### config.mk
export PLATFORM = sky130hd
export DESIGN_NAME = cache_arbiter_flat
export DESIGN_NICKNAME = d
export VERILOG_FILES = /design/src/rtl/cache_arbiter_if.sv /design/src/rtl/cache_arbiter.sv /design/src/flat_wrapper.sv
export SDC_FILE = /design/constraint.sdc
export NUM_CORES = 1
export LEC_CHECK = 0
export CAP_MARGIN = 20
export CORE_AREA = 4 4 543 545
export CTS_BUF_LIST = sky130_fd_sc_hd__clkbuf_2 sky130_fd_sc_hd__clkbuf_4 sky130_fd_sc_hd__clkbuf_8
export DETAILED_ROUTE_END_ITERATION = 10
export DIE_AREA = 0 0 547 549
export GPL_ROUTABILITY_DRIVEN = 1
export GPL_TIMING_DRIVEN = 0
export PLACE_DENSITY = 0.3
export SYNTH_ARGS = -nofsm -noshare
export SYNTH_HDL_FRONTEND = slang
export SYNTH_SLANG_ARGS = --single-unit
### constraint.sdc
create_clock -name clk -period 1.61 [get_ports clk]
set_input_delay 0.322 -clock clk [delete_from_list [all_inputs] [get_ports clk]]
set_output_delay 0.322 -clock clk [all_outputs]
set_load 0.05 [all_outputs]
### src/rtl/cache_arbiter_if.sv
// Bus bundle between the two cache clients, the arbiter and the memory port.
// slave  : arbiter view (client requests and memory response come in).
// master : environment view (caches and memory drive the requests/response).
interface cache_arbiter_if #(
    parameter int LINE_W = 256,
    parameter int ADDR_W = 32
);
    logic              icache_pmem_read;
    logic [ADDR_W-1:0] icache_pmem_address;
    logic [LINE_W-1:0] icache_pmem_rdata;
    logic              icache_pmem_resp;

    logic              dcache_pmem_read;
    logic              dcache_pmem_write;
    logic [ADDR_W-1:0] dcache_pmem_address;
    logic [LINE_W-1:0] dcache_pmem_wdata;
    logic [LINE_W-1:0] dcache_pmem_rdata;
    logic              dcache_pmem_resp;

    logic              mem_read;
    logic              mem_write;
    logic [ADDR_W-1:0] mem_address;
    logic [LINE_W-1:0] mem_wdata;
    logic [LINE_W-1:0] mem_rdata;
    logic              mem_resp;

    modport slave (
        input  icache_pmem_read, icache_pmem_address,
        output icache_pmem_rdata, icache_pmem_resp,
        input  dcache_pmem_read, dcache_pmem_write, dcache_pmem_address, dcache_pmem_wdata,
        output dcache_pmem_rdata, dcache_pmem_resp,
        output mem_read, mem_write, mem_address, mem_wdata,
        input  mem_rdata, mem_resp
    );

    modport master (
        output icache_pmem_read, icache_pmem_address,
        input  icache_pmem_rdata, icache_pmem_resp,
        output dcache_pmem_read, dcache_pmem_write, dcache_pmem_address, dcache_pmem_wdata,
        input  dcache_pmem_rdata, dcache_pmem_resp,
        input  mem_read, mem_write, mem_address, mem_wdata,
        output mem_rdata, mem_resp
    );
endinterface

### src/rtl/cache_arbiter.sv
// Two-client arbiter sharing one line-wide memory port between icache and
// dcache. One transaction at a time; ties go to the client not served last.
module cache_arbiter #(
    parameter int LINE_W = 256,
    parameter int ADDR_W = 32
) (
    input  logic              clk,
    input  logic              rst,
    cache_arbiter_if.slave    bus
);

    typedef enum logic [1:0] {
        IDLE    = 2'd0,
        SERVE_I = 2'd1,
        SERVE_D = 2'd2
    } state_t;

    state_t            r_state;
    logic              r_last_d;      // 1: dcache was served most recently
    logic              r_mem_read;
    logic              r_mem_write;
    logic [ADDR_W-1:0] r_mem_address;
    logic [LINE_W-1:0] r_mem_wdata;

    logic w_req_i;
    logic w_req_d;
    logic w_pick_d;
    logic w_pick_i;

    assign w_req_i  = bus.icache_pmem_read;
    assign w_req_d  = bus.dcache_pmem_read | bus.dcache_pmem_write;
    // Dcache wins when alone, or on a tie when icache was served last.
    assign w_pick_d = w_req_d & (~w_req_i | ~r_last_d);
    assign w_pick_i = w_req_i & ~w_pick_d;

    // Arbitration FSM; strobes, address and wdata are registered on the grant
    // edge so the memory port never sees a combinational path from clients.
    always_ff @(posedge clk) begin
        if (rst) begin
            r_state       <= IDLE;
            r_last_d      <= 1'b0;
            r_mem_read    <= 1'b0;
            r_mem_write   <= 1'b0;
            r_mem_address <= '0;
            r_mem_wdata   <= '0;
        end else begin
            case (r_state)
                IDLE: begin
                    if (w_pick_d) begin
                        r_state       <= SERVE_D;
                        r_last_d      <= 1'b1;
                        r_mem_address <= bus.dcache_pmem_address;
                        r_mem_wdata   <= bus.dcache_pmem_wdata;
                        // A simultaneous read+write resolves to the write-back.
                        r_mem_write   <= bus.dcache_pmem_write;
                        r_mem_read    <= ~bus.dcache_pmem_write;
                    end else if (w_pick_i) begin
                        r_state       <= SERVE_I;
                        r_last_d      <= 1'b0;
                        r_mem_address <= bus.icache_pmem_address;
                        r_mem_read    <= 1'b1;
                        r_mem_write   <= 1'b0;
                    end
                end
                SERVE_I, SERVE_D: begin
                    if (bus.mem_resp) begin
                        r_state     <= IDLE;
                        r_mem_read  <= 1'b0;
                        r_mem_write <= 1'b0;
                    end
                end
                default: begin
                    r_state     <= IDLE;
                    r_mem_read  <= 1'b0;
                    r_mem_write <= 1'b0;
                end
            endcase
        end
    end

    assign bus.mem_read    = r_mem_read;
    assign bus.mem_write   = r_mem_write;
    assign bus.mem_address = r_mem_address;
    assign bus.mem_wdata   = r_mem_wdata;

    // Completion is forwarded in the same cycle; rdata is a plain mirror and
    // only the resp of the granted client qualifies it.
    assign bus.icache_pmem_resp  = (r_state == SERVE_I) & bus.mem_resp;
    assign bus.dcache_pmem_resp  = (r_state == SERVE_D) & bus.mem_resp;
    assign bus.icache_pmem_rdata = bus.mem_rdata;
    assign bus.dcache_pmem_rdata = bus.mem_rdata;

endmodule

### src/flat_wrapper.sv
// flat-port wrapper written by rule: the top's interface ports become plain ports
module cache_arbiter_flat 
#(
    parameter int LINE_W = 256,
    parameter int ADDR_W = 32
)
  (clk, rst, bus_icache_pmem_read, bus_icache_pmem_address, bus_icache_pmem_rdata, bus_icache_pmem_resp, bus_dcache_pmem_read, bus_dcache_pmem_write, bus_dcache_pmem_address, bus_dcache_pmem_wdata, bus_dcache_pmem_rdata, bus_dcache_pmem_resp, bus_mem_read, bus_mem_write, bus_mem_address, bus_mem_wdata, bus_mem_rdata, bus_mem_resp);
  cache_arbiter_if #(.LINE_W(LINE_W), .ADDR_W(ADDR_W)) bus_i ();
  input  logic clk;
  input  logic rst;
  input wire logic [$bits(bus_i.icache_pmem_read)-1:0] bus_icache_pmem_read;
  input wire logic [$bits(bus_i.icache_pmem_address)-1:0] bus_icache_pmem_address;
  output wire logic [$bits(bus_i.icache_pmem_rdata)-1:0] bus_icache_pmem_rdata;
  output wire logic [$bits(bus_i.icache_pmem_resp)-1:0] bus_icache_pmem_resp;
  input wire logic [$bits(bus_i.dcache_pmem_read)-1:0] bus_dcache_pmem_read;
  input wire logic [$bits(bus_i.dcache_pmem_write)-1:0] bus_dcache_pmem_write;
  input wire logic [$bits(bus_i.dcache_pmem_address)-1:0] bus_dcache_pmem_address;
  input wire logic [$bits(bus_i.dcache_pmem_wdata)-1:0] bus_dcache_pmem_wdata;
  output wire logic [$bits(bus_i.dcache_pmem_rdata)-1:0] bus_dcache_pmem_rdata;
  output wire logic [$bits(bus_i.dcache_pmem_resp)-1:0] bus_dcache_pmem_resp;
  output wire logic [$bits(bus_i.mem_read)-1:0] bus_mem_read;
  output wire logic [$bits(bus_i.mem_write)-1:0] bus_mem_write;
  output wire logic [$bits(bus_i.mem_address)-1:0] bus_mem_address;
  output wire logic [$bits(bus_i.mem_wdata)-1:0] bus_mem_wdata;
  input wire logic [$bits(bus_i.mem_rdata)-1:0] bus_mem_rdata;
  input wire logic [$bits(bus_i.mem_resp)-1:0] bus_mem_resp;
  assign bus_i.icache_pmem_read = bus_icache_pmem_read;
  assign bus_i.icache_pmem_address = bus_icache_pmem_address;
  assign bus_icache_pmem_rdata = bus_i.icache_pmem_rdata;
  assign bus_icache_pmem_resp = bus_i.icache_pmem_resp;
  assign bus_i.dcache_pmem_read = bus_dcache_pmem_read;
  assign bus_i.dcache_pmem_write = bus_dcache_pmem_write;
  assign bus_i.dcache_pmem_address = bus_dcache_pmem_address;
  assign bus_i.dcache_pmem_wdata = bus_dcache_pmem_wdata;
  assign bus_dcache_pmem_rdata = bus_i.dcache_pmem_rdata;
  assign bus_dcache_pmem_resp = bus_i.dcache_pmem_resp;
  assign bus_mem_read = bus_i.mem_read;
  assign bus_mem_write = bus_i.mem_write;
  assign bus_mem_address = bus_i.mem_address;
  assign bus_mem_wdata = bus_i.mem_wdata;
  assign bus_i.mem_rdata = bus_mem_rdata;
  assign bus_i.mem_resp = bus_mem_resp;
  cache_arbiter #(.LINE_W(LINE_W), .ADDR_W(ADDR_W)) u_core (.clk(clk), .rst(rst), .bus(bus_i));
endmodule
==> key figures <==
Synthesis
  • Yosys reg bits: 293
  • Yosys top cell by area: dfxtp_1
  • Syn Std Cell Area: 0.01511 mm2
  • Post-synth EDFFs: 0
  • Post-Synthesis Cells: 1892
  • Ys async rst share: 0%
  • Most common cell in the synthesized netlist: buf_4
  • Post-synth top cells: buf_4, dfxtp_1, a21oi_1
  • Syn Area/Cell: 7.987 um2
  • YS warnings: 0
  • Area contributors post-synth: dfxtp_1, buf_4, a21oi_1
  • Sequential share of the synthesized area: 38.81%
  • Post-synth top area share: 38.81%
  • Ys flop type: dfxtp_1
  • Synth cell types: 24
  • Post-Syn Nets: 2477

Final layout
  • Multi-input logic area: 0.004966 mm2
  • Number of fill cells: 33063
  • Reg area: 0.006344 mm2
  • Layout Nets: 3991
  • End-of-flow core utilization: 13.83%
  • Design area: 0.04012 mm2
  • Layout cells sized above 1: 42.64%
  • Area Growth Syn to Fin: 165.5%

Clock tree
  • Longest Clk Path Bufs: 4
  • Root buffer cell: clkbuf_8
  • Worst-skew pair later-pin latency: 0.84 ns
  • Clock Sinks: 293
  • CTS Buf Count: 77
  • # H-tree levels: 3
  • CTS tree: done
  • Clock-pin transition on the worst setup and hold timing paths: 0.05 ns

Critical path
  • WP data arrival: 1.68 ns
  • CP Buf/Inv Count: 2
  • Kind of critical path: register to output pin
  • Worst-path cell chain: inv_2, ha_2, and2_4, buf_12
  • R2R cell count: 10
  • CP Launch Type: register
  • CP Max Fanout: 3
  • Reg-to-Reg End: u_core.bus.mem_address[8]
  • Cell family with most CP delay: flip-flops
  • Worst Path Required: 1.29 ns
  • R2r startpoint: u_core.r_state[0]
  • Critical path endpoint category: output pin
  • Crit path largest cell delay: 0.35 ns
  • Slowest-stage cell, CP: dfxtp_2
  • Reg2Reg Setup Slack: -0.34 ns

Global route
  • Global-route wire length before repair: 227700 um
  • Global route overflow: 0
  • Antenna violations before repair: 70
  • Largest net degree at the start of global routing: 12
  • Tot GR Track Use: 11.61%
  • Vias in the first global route: 21167

Route
  • Via/cell ratio: 2.716
  • DRT antenna net count: 0
  • DRT Pass-1 Iters: 7
  • Via count: 20000
  • Starting DRT DRC Count: 962
  • Drt total wl: 183900 um
  • WL/cell: 24.98 um
  • DRC Markers: 0

STA
  • TNS Setup: -66.15 ns
  • Final hold vios: 0
  • Least-Margin Pin Slew: 1.114 ns
  • Skew final: 0.1141 ns
  • Min Clock Period, post-route: 2.001 ns
  • Hold_ws: 0.1503 ns
  • Final Setup Violations: 590
  • Worst Slack Setup Final: -0.3911 ns
  • Fmax: 499.7 MHz
  • Slew margin rel.: 25.73%
  • Slew Limit Fails: 0
  • Final period util: 124.3%
  • RSZ-0062 raised after global routing: true

Worst hold path
  • Hold depth: 3
  • Worst Hold End: u_core.bus.mem_wdata[14]
  • Worst hold path class: input pin to register
  • Hold Startpoint: bus_dcache_pmem_wdata[14]

Power and ir drop
  • Power Density: 1042 mW/mm2
  • P_leak: 15.21 nW
  • Worst vdd rail ir drop: 458.1 uV

Place
  • Port bufs: 1128
  • Area after DPL: 0.03157 mm2
  • Final weighted congestion in routability-driven placement: 0.9177
  • Detailed placement HPWL: 159300 um

Floorplanning
  • Placement row count: 198
  • Die Y: 549 um
  • Placeable Area: 0.2901 mm2
  • Die Span X: 547 um
  • Full die area: 0.3003 mm2
  • I/O pins: 1386
  • Starting Density: 5.209%

Run status
  • Failing checks: setup timing
  • Outcome: finished, violations left

Flow run
  • Max-cap viol count: 0
## tightest hold or removal path: cells and delay by family
family	cells	cell delay, ns
AND/OR/NAND/NOR	1	0.07
AO/OA/AOI/OAI	1	0.05
buffers and inverters	1	0.44
## power by group
part           switching [mW]  leakage, nW  internal, mW
Sequential               1.07         2.54          8.45
Clock                    4.60        0.863          6.26
Combinational            12.5         11.8          8.98
Total                    18.1         15.2          23.7
## how the worst max path moves through the flow
stage,to,slack (ns),from,cells after the start
after floorplan,u_core.bus.mem_wdata[125],0.04,u_core.r_state[0],8
after global placement,u_core.bus.mem_wdata[69],-1.92,u_core.r_state[0],7
after detailed placement,u_core.bus.mem_wdata[70],-1.62,bus_dcache_pmem_write,6
after CTS,bus_icache_pmem_resp,-0.61,u_core.r_state[1],4
after global routing,bus_icache_pmem_resp,-0.59,u_core.r_state[1],4
final,bus_icache_pmem_resp,-0.39,u_core.r_state[1],4
## cell families (layout without fill, tap and decap cells)
logic type	count (synthesis)	count (layout)	share of synthesized area, %
AOI/OAI and AO/OA	557	557	19.50
DFF	293	293	38.81
other	0	8	0
buffers and inverters	676	2241	30.14
adders and majority gates	3	3	0.2484
and+or+nand+nor	363	363	11.30
## state kept, by name (all words and copies together) (netlist names)
register and flops:
u_core.bus.mem_read 1, u_core.r_last_d 1, u_core.bus.mem_wdata 256, u_core.bus.mem_address 32
u_core.r_state 2, u_core.bus.mem_write 1
## cell usage in the layout, fill, tap and decap left out, drive strengths merged
| cell type | instances |
|---|---|
| dfxtp | 293 |
| a21oi | 261 |
| clkbuf | 213 |
| nand3 | 259 |
| bufbuf | 1 |
| dlygate4sd3 | 240 |
| clkinv | 10 |
| inv | 5 |
| nor4b | 1 |
| clkdlybuf4s50 | 836 |
| nor2b | 1 |
| a2bb2oi | 1 |
| o21ai | 260 |
| and2 | 2 |
| nor2 | 32 |
| a21boi | 1 |
| diode | 8 |
| nand2 | 65 |
| bufinv | 4 |
| clkinvlp | 1 |
| nand2b | 2 |
| nand3b | 1 |
| o2bb2ai | 1 |
| o31a | 1 |
| buf | 931 |
| a311oi | 32 |
| ha | 3 |
## routing by layer
layer | share of wire [%] | vias up | wire [um] | track usage, %
li1 | - | 9050 | - | -
met1 | 38 | 9505 | 70750 | 12.94
met2 | 49 | 1212 | 89370 | 20.27
met3 | 11 | 219 | 19600 | 5.130
met4 | 2.2 | 14 | 4130 | 2.586
met5 | 0.054 | - | 100 | 0
## final cells by class
cell class                 instances  area share [%]
clock buffer                     113           3.534
timing repair buffer            1437           42.07
clock inverter                    17          0.5146
buffer                           671           13.41
antenna                            8         0.04990
multi-input combinational        923           12.38
inverter                           3         0.06861
sequential                       293           15.81
tap                             3900           12.16
## what timing repair did
| item | in CTS | in global routing |
|---|---|---|
| endpoints found under the setup margin | 647 | 649 |
| gates resized for setup | 2747 | 461 |
| hold buffers | 240 | 0 |
| buffers inserted | 25 | 13 |
| pin swaps | 3 | 51 |
| hold endpoints to repair | 235 | 0 |
| cloned | 11 | 9 |
## through the flow
stage | cells | setup slack, ns | power [mW]
detailed placement | 6931 | -1.621 | 26.60
CTS | 7337 | -0.6142 | 42.18
floorplan | 1892 | 0.04253 | 18.17
global placement | 6920 | -1.922 | 26.39
global route | 7361 | -0.5937 | 44.16
finish | 7365 | -0.3911 | 41.82
(Power assumes the default switching activity.)
